==> src/rtl/bram_req_responder.sv <==
// Request/response front end for a single-port BRAM with 1-cycle synchronous read.
// Optional power-up clear sweep is built when MEM_CLEAR_EN is defined.
module bram_req_responder #(
  parameter int DATA_W     = 16,
  parameter int ADDR_W     = 10,
  parameter int RESP_DEPTH = 2
) (
  input  logic              clka,
  input  logic              rsta_n,
  input  logic              req_valid,
  output logic              req_ready,
  input  logic              req_we,
  input  logic [ADDR_W-1:0] req_addr,
  input  logic [DATA_W-1:0] req_wdata,
  output logic              resp_valid,
  input  logic              resp_ready,
  output logic [DATA_W-1:0] resp_data,
  output logic              bram_we,
  output logic [ADDR_W-1:0] bram_addr,
  output logic [DATA_W-1:0] bram_din,
  input  logic [DATA_W-1:0] bram_dout,
  output logic              busy
);

  localparam int IDX_W = (RESP_DEPTH > 1) ? $clog2(RESP_DEPTH) : 1;
  localparam int CNT_W = IDX_W + 1;
  localparam logic [CNT_W:0] DEPTH_L = RESP_DEPTH[CNT_W:0];

  logic [CNT_W-1:0] count;
  logic             pending;
  logic [DATA_W-1:0] fifo_q [RESP_DEPTH];
  logic [CNT_W:0]   occ;
  logic [CNT_W-1:0] wr_pos;
  logic             pop;
  logic             push;
  logic             accept;
  logic             ready_st;
  logic             clearing;

  assign pop        = resp_valid & resp_ready;
  assign push       = pending;
  assign occ        = {1'b0, count} + {{CNT_W{1'b0}}, pending};
  assign req_ready  = rsta_n & ready_st & ((occ < DEPTH_L) | pop);
  assign accept     = req_valid & req_ready;
  assign resp_valid = (count != '0);
  assign resp_data  = fifo_q[0];
  assign busy       = clearing;
  // A push lands just behind the surviving entries, after any same-edge pop shift.
  assign wr_pos     = count - {{(CNT_W-1){1'b0}}, pop};

  always_ff @(posedge clka or negedge rsta_n) begin
    if (!rsta_n) begin
      count   <= '0;
      pending <= 1'b0;
      for (int i = 0; i < RESP_DEPTH; i++) fifo_q[i] <= '0;
    end else begin
      pending <= accept & ~req_we;
      count   <= count + {{(CNT_W-1){1'b0}}, push} - {{(CNT_W-1){1'b0}}, pop};
      if (pop) begin
        for (int i = 0; i < RESP_DEPTH-1; i++) fifo_q[i] <= fifo_q[i+1];
      end
      if (push) fifo_q[wr_pos[IDX_W-1:0]] <= bram_dout;
    end
  end

`ifdef MEM_CLEAR_EN
  typedef enum logic {CLEAR, READY} state_t;
  state_t            state;
  state_t            state_nxt;
  logic [ADDR_W-1:0] clr_cnt;

  always_ff @(posedge clka or negedge rsta_n) begin
    if (!rsta_n) begin
      state   <= CLEAR;
      clr_cnt <= '0;
    end else begin
      state <= state_nxt;
      if (state == CLEAR) clr_cnt <= clr_cnt + 1'b1;
    end
  end

  always_comb begin
    state_nxt = state;
    if (state == CLEAR && clr_cnt == '1) state_nxt = READY;
  end

  always_comb begin
    ready_st  = (state == READY);
    clearing  = (state == CLEAR);
    bram_we   = accept & req_we;
    bram_addr = req_addr;
    bram_din  = req_wdata;
    if (state == CLEAR) begin
      bram_we   = rsta_n;
      bram_addr = clr_cnt;
      bram_din  = '0;
    end
  end
`else
  assign ready_st  = 1'b1;
  assign clearing  = 1'b0;
  assign bram_we   = accept & req_we;
  assign bram_addr = req_addr;
  assign bram_din  = req_wdata;
`endif

endmodule
==> config.mk <==
export PLATFORM = sky130hd
export DESIGN_NAME = bram_req_responder
export DESIGN_NICKNAME = d
export VERILOG_FILES = /design/src/rtl/bram_req_responder.sv
export SDC_FILE = /design/constraint.sdc
export NUM_CORES = 1
export LEC_CHECK = 0
export ABC_AREA = 1
export CAP_MARGIN = 15
export CELL_PAD_IN_SITES_DETAIL_PLACEMENT = 0
export CELL_PAD_IN_SITES_GLOBAL_PLACEMENT = 1
export CORE_UTILIZATION = 29
export DETAILED_ROUTE_END_ITERATION = 8
export PLACE_DENSITY = 0.88
export SETUP_SLACK_MARGIN = 0.1
export SLEW_MARGIN = 10
export SYNTH_ARGS = -nofsm -noshare
export SYNTH_HDL_FRONTEND = slang
export SYNTH_SLANG_ARGS = --single-unit
export TNS_END_PERCENT = 5
==> constraint.sdc <==
create_clock -name clka -period 2.1 [get_ports clka]
set_clock_uncertainty 0.1 [all_clocks]
set_input_delay 0.42 -clock clka [delete_from_list [all_inputs] [get_ports clka]]
set_output_delay 0.42 -clock clka [all_outputs]
set_load 0.02 [all_outputs]
==> results of run 1 <==
==> layer usage <==
layer	wire length [um]	part of all wire [%]	up-vias
met2	1950	45	42
met3	256	5.9	7
met4	50	1.1	0
met1	2100	48	697
li1	-	-	774
met5	0	0	-
==> area by class of cell <==
cell class	instances	area share, %
timing repair buffer	49	18.9
tap	96	5.06
inverter	21	3.32
clock buffer	8	4.21
sequential	35	36.9
multi-input combinational	152	31.6
==> metrics by stage <==
stage	power (mW)	instance area (um2)
floorplan	2.44	2080
global route	3.60	2370
global placement	2.75	2280
detailed placement	2.79	2280
finish	3.29	2370
CTS	3.32	2370
==> cell usage in the layout, fill, tap and decap left out <==
master,synthesis,layout
nand3b_1,16,16
nand2_1,90,90
o21ai_2,1,1
ha_1,1,1
inv_2,1,1
xnor2_2,0,1
nand3_1,33,33
dfrtp_1,35,34
buf_4,46,10
clkdlybuf4s50_1,0,35
inv_1,20,20
buf_2,6,1
conb_1,1,1
nand2_2,1,1
a21boi_0,1,1
clkbuf_2,0,2
nand3_4,2,2
nand2_4,2,2
dlygate4sd2_1,0,1
nor2_1,2,2
clkbuf_1,0,1
clkbuf_8,0,7
nand2b_1,1,1
dfrtp_2,0,1
==> worst max-delay path, stage by stage <==
cell,delay (ns)
clkdlybuf4s50_1,0.49
o21ai_2,0.07
nand2_1,0.06
nand3_1,0.08
nor2_1,0.09
clkbuf_2,0.17
==> worst max path at each step <==
stage	startpoint	slack [ns]	to
floorplan	resp_ready	0.22	req_ready
global placement	resp_ready	-0.23	bram_we
detailed placement	resp_ready	-0.24	bram_we
CTS	resp_ready	0.02	bram_we
global route	count[0]	0.06	count[1]
finish	resp_ready	0.20	bram_we
==> cells by family (layout without fill, tap and decap cells) <==
group,after synthesis,in the layout,synth area share (%)
AO/OA/AOI/OAI,2,2,0.781
XOR/XNOR,1,1,0.420
adder cells (fa/ha/maj),1,1,0.601
buffers and inverters,74,78,22.3
flip-flops,35,35,42.0
other,1,1,0.180
AND/OR/NAND/NOR,147,147,33.6
==> power groups by stage <==
stage	Combinational [mW]	Clock, mW	Sequential (mW)
5_1_grt	1.79	0.582	1.22
2_1_floorplan	1.29	0	1.15
4_1_cts	1.60	0.551	1.18
3_5_place_dp	1.60	0	1.19
6_report	1.58	0.530	1.18
3_3_place_gp	1.57	0	1.17
==> results.yml, run 1 <==
timing:
  hold_viol: 0
  rsz0062_at_grt: "true"
  tns_ns: 0
  setup_viol: 0
  worst_slack_ns: 0.197
  holdWs_ns: 0.161
  fin_crit_ns: 1.90
  finalCritPeriodShare_pct: 90.6
  report.final.slew_viol_count: 0
  fmax_mhz: 526
yosys:
  ys_ff_latch: 35
  synthTopCellsByArea: "dfrtp_1 (42%), buf_4 (17%), nand2_1 (16%), nand3_1 (7.9%), nand3b_1 (5.8%)"
  netlist.area_leader.share_pct: 42.0
  synth.largest_area_cell: "dfrtp_1"
  syn_inst: 261
  yosysMostFrequentCell: "nand2_1"
  syn_nets: 309
  async_flop_share_pct: 100
  syn_avg_cell_area_um2: 7.98
  synth.distinct_cells: 19
  yosys_warnings: 0
  synthTopCellsByCount: "nand2_1 (90), buf_4 (46), dfrtp_1 (35)"
  syn_area_mm2: 0.00208
  ys_seq_area_share_pct: 42.0
  synth-edff-count: 0
  synthFlopType: "dfrtp_1"
power:
  p_switching_mw: 1.27
  p_int_mw: 2.02
  ir_drop_mv: 0.471
  power_frac_seq_pct: 35.7
  switching_share_pct: 38.7
  p_comb_share_pct: 48.2
  leakagePower_nw: 1.21
  p_clk_share_pct: 16.1
  cellPowerDensity_mw_per_mm2: 1390
floorplan:
  io-pin-count: 93
  rows: 30
  die_x_um: 86.8
  dieArea_mm2: 0.00753
  fp.dieH_um: 86.8
  start_util_pct: 30.3
  fp.coreArea_mm2: 0.00687
clock_tree:
  path_clk_slew_ns: 0.07
  cts-root-buf: "clkbuf_8"
  cts_setup_buffers: 0
  clock_latency_ns: 0.28
  cts-resized-gates: 3
  cts_num_sinks: 35
  cts_tree: "yes"
  max-clock-path-buffers: 2
  postCtsHoldBufs: 0
  cts.htree.levels: 2
  cts_buffers: 5
place:
  portBuffers: 39
  pre_cts_slack_ns: -0.241
  dp_hpwl_um: 2970
  dp.cells: 353
  gp_congestion: 0.711
global_routing:
  grt_busiest_layer: "met2"
  grt_overflow: 0
  track_usage_pct: 13.2
  grt_max_degree: 36
  grt_util_met3_pct: 3.62
  gr-usage-met2_pct: 20.9
  grt_pass1_vias: 1533
  grt_first_pass_wirelength_um: 7630
  globalRouteMet1Util_pct: 17.8
  antenna_found_initial: 0
cells_and_area:
  final_cells: 361
  final_util_pct: 34.6
  area_growth_pct: 14.0
  drive_above_1_share_pct: 10.9
  fillers: 731
  register_area_um2: 877
  fin_nets: 312
  multi_input_area_um2: 749
  diodes: 0
drt:
  route.antenna.remaining_nets: 0
  post_drt_wl_per_cell_um: 12.1
  drc: 0
  wirelength_um: 4360
  vias_per_cell: 4.21
  dr.pass1.iters: 4
  via_count: 1520
  drtIter0Drc: 88
hold_path:
  hp-class: "in2async"
worst_setup_path:
  startpoint_type: "primary input"
  worst-path-max-fanout: 3
  required_ns: 1.58
  timing.rr.start: "count[0]"
  reg2reg_depth: 9
  r2r_slack_ns: 0.21
  r2r_end: "count[1]"
  critPathKind: "in2out"
  critPathArrivalTime_ns: 1.38
  cp-end-kind: "output pin"
run_status:
  outcome: "complete, no violations"
run:
  drv_cap: 0
Power figures use the tool's default switching activity.
==> run 2: changes to the inputs <==
Settings changed: CTS_CLUSTER_SIZE from default to 20.
==> results of run 2 <==
The final DEF is identical to that of run 1; final timing and power are the same.
==> run 3: changes to the inputs <==
==> constraint.sdc (replaced) <==
create_clock -name clka -period 2.1 [get_ports clka]
set_clock_uncertainty 0.1 [all_clocks]
set_input_delay 0.315 -clock clka [delete_from_list [all_inputs] [get_ports clka]]
set_output_delay 0.315 -clock clka [all_outputs]
set_load 0.02 [all_outputs]
==> results.yml, run 3 (synthesis gave the netlist of run 1 again) <==
run_status:
  outcome: "complete, no violations"
worst_setup_path:
  timing.rr.start: "count[0]"
  startpoint: "count[1]"
  critPathSlowestCell: "dfrtp_1"
  startpoint_type: "flop"
  path_cells: "inv_1, nand2_1, a21boi_0, dlygate4sd2_1"
  r2r_end: "count[1]"
  required_ns: 1.68
  r2r_slack_ns: 0.35
  cp.depth: 4
  worst-path-max-fanout: 4
  cp-end-kind: "output pin"
  critPathArrivalTime_ns: 1.46
  cp-endpoint: "req_ready"
  critPathKind: "reg2out"
  critPathMaxStageDelay_ns: 0.46
  path_buf_inv: 2
  critPathTopFamily: "buffers and inverters"
  reg2reg_depth: 8
drt:
  via_count: 1520
  dr.pass1.iters: 4
  post_drt_wl_per_cell_um: 12.0
  wirelength_um: 4260
  vias_per_cell: 4.27
  route.antenna.remaining_nets: 0
  drtIter0Drc: 111
  drc: 0
global_routing:
  grt_pass1_vias: 1403
  track_usage_pct: 12.2
  grt_overflow: 0
  grt_first_pass_wirelength_um: 6890
  grt_max_degree: 36
  antenna_found_initial: 0
timing:
  rsz0062_at_grt: "false"
  report.final.slew_viol_count: 0
  finalCritPeriodShare_pct: 89.1
  hold_viol: 0
  fin_crit_ns: 1.87
  fmax_mhz: 534
  worst_slack_ns: 0.228
  tns_ns: 0
  setup_viol: 0
cells_and_area:
  layout_common_cells: "nand2_1 (90), dfrtp_1 (35), clkdlybuf4s50_1 (35)"
  diodes: 0
  drive_above_1_share_pct: 8.08
  area_growth_pct: 11.4
  final_common_cell: "nand2_1"
  fin_nets: 309
floorplan:
  rows: 30
  die_x_um: 86.8
  io-pin-count: 93
  dieArea_mm2: 0.00753
  fp.coreArea_mm2: 0.00687
  fp.dieH_um: 86.8
  start_util_pct: 30.3
place:
  dp_hpwl_um: 2960
  pre_cts_slack_ns: -0.0679
  gp_congestion: 0.693
  portBuffers: 39
run:
  drv_cap: 0
power:
  leakagePower_nw: 1.18
  cellPowerDensity_mw_per_mm2: 1350
  ir_drop_mv: 0.370
clock_tree:
  clock_latency_ns: 0.28
  cts_num_sinks: 35
  cts.htree.levels: 2
  postCtsHoldBufs: 0
  cts_buffers: 5
  cts_setup_buffers: 0
  cts-root-buf: "clkbuf_8"
  cts_tree: "yes"
  cts-resized-gates: 3
  max-clock-path-buffers: 2
  path_clk_slew_ns: 0.06
hold_path:
  hp-class: "in2async"
[run 3: cell count changes in the layout (fill, tap and decap cells not counted), sizes merged]
cell	change
buf	-3
clkbuf	-3
dlygate4sd2	+1
[run 3: final cells by class]
cell class,count,area (um2)
inverters,21,78.8
repair buffers,46,430
fillers,725,4550
multi-input cells,152,742
clock buffers,6,72.6
flip-flops and latches,35,876
well taps,96,120
[run 3: power by group]
| group | internal [mW] | total, mW | switching, mW |
|---|---|---|---|
| Clock | 0.221 | 0.439 | 0.218 |
| Combinational | 0.675 | 1.52 | 0.847 |
| Sequential | 1.00 | 1.18 | 0.179 |
[run 3: per-layer routing]
layer | global-route usage, % | wire (um) | up-vias
li1 | - | - | 766
met1 | 16.1 | 1910 | 694
met2 | 18.5 | 2010 | 56
met3 | 3.71 | 300 | 4
met4 | 5.45 | 35 | 0
met5 | 0 | 0 | -
[run 3: worst min-delay path by stage]
stage / start / end / slack, ns / cells after the start
floorplan: rsta_n / async pin / -0.08 / 0
CTS: rsta_n / resp_data[10] / 0.06 / 2
global route: rsta_n / resp_data[10] / 0.10 / 2
finish: rsta_n / resp_data[10] / 0.06 / 2
detailed placement: flop / flop / 0.35 / 2
global placement: flop / flop / 0.34 / 2
[run 3: worst register-to-register path, cell delays in order, from the launching register on]
cell and delay (ns):
dfrtp_1 0.45, inv_1 0.15, nand2_2 0.15, nand3b_1 0.17, nand2_1 0.07, ha_1 0.19
xnor2_1 0.18, nand2b_1 0.13, nand2_1 0.05
[run 3: stage by stage]
step	area (um2)	instances	hold slack [ns]	power [mW]	util (%)
global placement	2250	350	0.345	2.70	32.8
floorplan	2080	261	-0.0806	2.44	-
detailed placement	2250	350	0.349	2.75	32.8
CTS	2320	356	0.0649	3.19	33.8
finish	2320	356	0.0595	3.14	33.8
global route	2320	356	0.101	3.41	33.8
